`config.mk`:
```
export PLATFORM = sky130hd
export DESIGN_NAME = digit_counter
export DESIGN_NICKNAME = d
export VERILOG_FILES = /design/src/rtl/digit_pkg.sv /design/src/rtl/rise_edge.sv /design/src/rtl/digit_counter.sv
export SDC_FILE = /design/constraint.sdc
export NUM_CORES = 1
export LEC_CHECK = 0
export BUFFER_PORTS_ARGS = -buffer_cell sky130_fd_sc_hd__buf_2
export CAP_MARGIN = 20
export CORE_MARGIN = 2
export CORE_UTILIZATION = 46
export DETAILED_ROUTE_END_ITERATION = 12
export PLACE_DENSITY = 0.8
export SLEW_MARGIN = 20
export SYNTH_ARGS = -nofsm -noshare
export SYNTH_HDL_FRONTEND = slang
export SYNTH_HIERARCHICAL = 1
export SYNTH_SLANG_ARGS = --single-unit
```
`constraint.sdc`:
```
create_clock -name clk_2 -period 1.7 [get_ports clk_2]
set_clock_uncertainty 0.05 [all_clocks]
set_input_delay 0.085 -clock clk_2 [delete_from_list [all_inputs] [get_ports clk_2]]
set_output_delay 0.085 -clock clk_2 [all_outputs]
set_load 0.01 [all_outputs]
```
`src/rtl/digit_pkg.sv`:
```
// digit_pkg: shared types and constants for the counter-driven digit source.
//   digit_t      : 4-bit digit value as consumed by the seven-segment decoder
//   state_t      : STOP (manual/load only) or RUN (auto-count from prescaler)
//   MAX_DIGIT    : terminal count, 9 (decimal) or 15 when DIGIT_COUNTER_HEX_EN
//   clamp_digit(): limits a loaded value to the legal digit range
// Build option: `define DIGIT_COUNTER_HEX_EN selects the full hexadecimal range.
package digit_pkg;

  localparam int NBITS = 4;

  typedef logic [NBITS-1:0] digit_t;

  localparam digit_t MAX_DEC = 4'd9;
  localparam digit_t MAX_HEX = 4'd15;

`ifdef DIGIT_COUNTER_HEX_EN
  localparam digit_t MAX_DIGIT = MAX_HEX;
`else
  localparam digit_t MAX_DIGIT = MAX_DEC;
`endif

  typedef enum logic {
    STOP = 1'b0,
    RUN  = 1'b1
  } state_t;

  // Loaded values above the terminal count are pinned to it so the digit
  // can never leave the displayable range.
  function automatic digit_t clamp_digit(digit_t v);
`ifdef DIGIT_COUNTER_HEX_EN
    return v;
`else
    return (v > MAX_DIGIT) ? MAX_DIGIT : v;
`endif
  endfunction

endpackage

```
`src/rtl/rise_edge.sv`:
```
// rise_edge: single-cycle pulse on the rising edge of a level input.
// Intended for already-debounced board buttons; holding the input high
// yields exactly one pulse.
//   clk_2   : clock
//   reset   : synchronous active-high reset, clears the edge history
//   in_i    : level input
//   pulse_o : high for the one cycle where in_i=1 and it was 0 last cycle
module rise_edge (
  input  logic clk_2,
  input  logic reset,
  input  logic in_i,
  output logic pulse_o
);

  logic in_q;

  always_ff @(posedge clk_2) begin
    if (reset) in_q <= 1'b0;
    else       in_q <= in_i;
  end

  assign pulse_o = in_i & ~in_q;

endmodule

```
`src/rtl/digit_counter.sv`:
```
// digit_counter: sequential digit source for the seven-segment decoder stage.
// Counts up/down automatically from a prescaled tick (RUN) or manually from
// a step button, with parallel load. All outputs are registered.
//   clk_2    : clock, all updates on rising edge
//   reset    : synchronous active-high reset (highest priority)
//   en       : 1 = RUN, 0 = STOP
//   up       : 1 = increment, 0 = decrement
//   step_btn : manual step, acted on at its rising edge (both states)
//   load     : parallel load strobe, beats any advance in the same cycle
//   load_val : value to load (clamped to MAX_DIGIT)
//   digit    : current count
//   dp       : decimal point, 1 while RUN and digit != 0
//   carry    : one-cycle pulse in the cycle the wrapped digit appears
// Parameters: PRESC_DIV (>=1) clk_2 cycles per auto tick; NBITS_DIGIT is
// fixed at 4 and only sizes the digit ports.
// Build option: DIGIT_COUNTER_HEX_EN widens the range to 0..15.
module digit_counter
  import digit_pkg::*;
#(
  parameter int PRESC_DIV   = 4,
  parameter int NBITS_DIGIT = 4
) (
  input  logic                   clk_2,
  input  logic                   reset,
  input  logic                   en,
  input  logic                   up,
  input  logic                   step_btn,
  input  logic                   load,
  input  logic [NBITS_DIGIT-1:0] load_val,
  output logic [NBITS_DIGIT-1:0] digit,
  output logic                   dp,
  output logic                   carry
);

  // Keep at least one prescaler bit so PRESC_DIV=1 still elaborates.
  localparam int PW = (PRESC_DIV > 1) ? $clog2(PRESC_DIV) : 1;
  localparam logic [PW-1:0] PRESC_LAST = PW'(PRESC_DIV - 1);

  state_t          state_q, state_d;
  logic [PW-1:0]   presc_q, presc_d;
  digit_t          digit_q, digit_d;
  logic            carry_q, carry_d;
  logic            dp_q, dp_d;

  logic            step_pulse;
  logic            tick;
  logic            advance;

  rise_edge u_step_edge (
    .clk_2   (clk_2),
    .reset   (reset),
    .in_i    (step_btn),
    .pulse_o (step_pulse)
  );

  // Tick only exists in RUN; the prescaler sits at 0 in STOP, so the first
  // tick lands PRESC_DIV cycles after entering RUN.
  assign tick    = (state_q == RUN) && (presc_q == PRESC_LAST);
  // OR, not sum: a step coinciding with a tick is a single advance.
  assign advance = tick | step_pulse;

  always_comb begin
    state_d = en ? RUN : STOP;
  end

  // Load does not touch the prescaler, so RUN cadence survives a load.
  always_comb begin
    presc_d = '0;
    if (state_q == RUN) begin
      presc_d = tick ? '0 : presc_q + PW'(1);
    end
  end

  // Wrap is decoded explicitly against MAX_DIGIT; >= guards the decimal
  // build against ever emitting 10..15.
  always_comb begin
    digit_d = digit_q;
    carry_d = 1'b0;
    if (load) begin
      digit_d = clamp_digit(digit_t'(load_val));
    end else if (advance) begin
      if (up) begin
        if (digit_q >= MAX_DIGIT) begin
          digit_d = '0;
          carry_d = 1'b1;
        end else begin
          digit_d = digit_q + 4'd1;
        end
      end else begin
        if (digit_q == '0) begin
          digit_d = MAX_DIGIT;
          carry_d = 1'b1;
        end else begin
          digit_d = digit_q - 4'd1;
        end
      end
    end
  end

  // dp looks at next-state values so it lines up with the registered digit.
  always_comb begin
    dp_d = (state_d == RUN) && (digit_d != '0);
  end

  always_ff @(posedge clk_2) begin
    if (reset) begin
      state_q <= STOP;
      presc_q <= '0;
      digit_q <= '0;
      carry_q <= 1'b0;
      dp_q    <= 1'b0;
    end else begin
      state_q <= state_d;
      presc_q <= presc_d;
      digit_q <= digit_d;
      carry_q <= carry_d;
      dp_q    <= dp_d;
    end
  end

  assign digit = NBITS_DIGIT'(digit_q);
  assign carry = carry_q;
  assign dp    = dp_q;

endmodule

```
==> results.toml <==
[run_status]
status = "completed"

[drt]
postRouteAntennaNets = 0
vias = 705
drtIter0Drc = 14
dr.pass1.iters = 4
wl_per_cell_um = 15.16
drt-vias-per-instance = 5.826
wirelength_um = 1834
drc_errors = 0

[critical_path]
cp_slowest_stage_delay_ps = 350
endpoint_kind = "flop"
critPathArrivalTime_ps = 1830
cp_slowest_cell = "dfxtp_2"
worstSetupPathType = "flop to flop"
crit_path_start_kind = "flop"
path_cells = "inv_4 > ha_4 > nand2b_4 > o211ai_1 > a221oi_2 > o31a_2 > a41oi_2"
crit_fanout = 4
cp_data_required_time_ps = 1850

[layout]
nNetsFinal = 121
antenna_cells = 0
stdcell_count = 121
multi_input_area_sq_um = 526.8
final_layout_size_suffix_gt1_frac = 0.5143
fill_cells = 125
fin_util = 0.6667
regArea_sq_um = 206.4
layout_commonest_cell = "buf_2"
final_area_sq_um = 980.9
syn2layout_area_growth_pct = 38.27
final_cell_mix = "buf_2, buf_4, nor2_1, dfxtp_1"

[sta]
fin_crit_sh = 0.9848
fin_tns_setup_ps = 0
finalHoldViolCount = 0
grt_setup_unrepaired = "yes"
max-slew-margin-rel = 0.7792
timing.fmax_mhz = 597.3
fin_hold_ws_ps = 46.68
fin_crit_ps = 1674
slew_viol_final = 0
worst_slew_pin_slew_ps = 322.8
setup_violations = 0

[floorplan]
dieArea_sq_mm = 0.001872
rows = 14
coreArea_sq_mm = 0.001471
dieWidth_um = 43.27
ios = 16
die_h_um = 43.27
start_util = 0.4821

[cts]
numCtsBuffers = 3
cts_sinks = 10
h-tree-depth = 1
cts_tree = "built"
cts_buffer_depth = 2
clockRootBuffer = "clkbuf_4"
clk_pin_slew_ps = 70
clk_latency_ps = 270

[synthesis]
syn_nets = 93
async_flop_share = 0
synth_ff_type = "dfxtp_1"
synth_area_leaders = "dfxtp_1, ha_1, nor2_1"
synth_top_family_by_area = "simple AND/OR/NAND/NOR gates"
yosysTopAreaCell = "dfxtp_1"
synth_xor_xnor_area_share = 0
synthDistinctLibCells = 36
synth_top_area_frac = 0.2822
syn_area_per_cell_sq_um = 9.095
netlist_instances = 78
synth-seq-cells = 10
synth_edf_count = 0
synth.area.mux_share = 0
synthSimpleGateAreaFrac = 0.2840
netlist_area_sq_um = 709.4
ys.warnings.count = 6
synthAdderAreaFrac = 0.08818
yosysSeqAreaShare = 0.2822
synth_compound_area_frac = 0.2716

[job]
cap_violations = 0

[pwr]
ir_worst_vdd_mv = 0.4918
power_leakage_uw = 0.0004167
powerDensity_mw_per_mm2 = 715.0

[min_path]
hold_class = "input pin to flop"

[placed_design]
numPortBuffers = 15
place_congestion = 0.8355
hpwl_um = 1244
placed_area_sq_um = 829.5
dp_cells = 113

[grt]
grt_overflow = 0
grt_pass1_wl_um = 2967
grt_start_max_net_pins = 11
grt_usage = 0.2143
grt_pass1_vias = 705
antenna_found_initial = 0
worst max-delay path, delay by kind of cell (launching register included):
family | cells | cell delay (ps)
buf+inv | 1 | 60
fa+ha+maj | 1 | 160
simple gates | 1 | 140
flops | 1 | 350
compound gates | 4 | 840
cell families (layout without fill, tap and decap cells):
family          after synthesis  in the layout
simple gates                 31             31
flops                        10             10
compound gates               24             24
fa+ha+maj                     5              5
buf+inv                       8             35
routing by layer:
layer  routed length [um]  global-route usage  vias to the layer above
li1                     -                   -                      341
met1                  781              0.2428                      339
met2                  926              0.3701                       21
met3                  105             0.03404                        4
met4                   21              0.1273                        0
met5                    0                   0                        -
sequential cells by signal (all words and copies together) (netlist names):
name	flops
carry	1
u_step_edge/in_q	1
presc_q	2
state_q	1
dp	1
digit	4
synthesized netlist by cell type, types with 2 or more instances:
master and instances:
o211ai_1 2, nand4b_1 2, ha_1 5, nand2_1 5, o21ai_0 3, a21oi_1 6, dfxtp_1 10, or2b_2 2
inv_1 4, nor2b_4 2, nand2b_1 2, nor2_1 9, buf_6 2, nor2b_1 2
what timing repair did:
item	in CTS	in global routing
setup endpoints to repair	2	4
setup buffers	1	2
gates resized for setup	8	13
endpoints found under the hold margin	0	1
hold buffers	0	1
pin swaps	4	10
layout make-up:
cell class / count / share of cell area
multi-input cells: 60 / 0.5370
flip-flops and latches: 10 / 0.2105
repair buffers: 27 / 0.1747
clock buffers: 4 / 0.03699
inverters: 4 / 0.02041
well taps: 16 / 0.02041
power breakdown:
| part | total (uW) | internal (uW) | switching [uW] |
|---|---|---|---|
| clock | 220 | 130 | 89.5 |
| sequential | 263 | 248 | 15.2 |
| combinational | 219 | 109 | 110 |
| total | 701 | 487 | 214 |
path summary, 6_finish.rpt:
check,start,to,slack (ps),cells after the start
setup / recovery,digit[1],dp,30,7
hold / removal,reset,u_step_edge/in_q,50,2
setup reg to reg,digit[1],dp,30,7
hold reg to reg,presc_q[0],presc_q[0],380,1
stage by stage:
stage / setup slack, ps / power (uW)
3_5_place_dp: -35.09 / 439.5
3_3_place_gp: -7.710 / 435.7
4_1_cts: 9.520 / 674.6
2_1_floorplan: 27.51 / 384.1
5_1_grt: -50.46 / 733.8
6_report: 25.83 / 701.4
(Power assumes the default switching activity.)
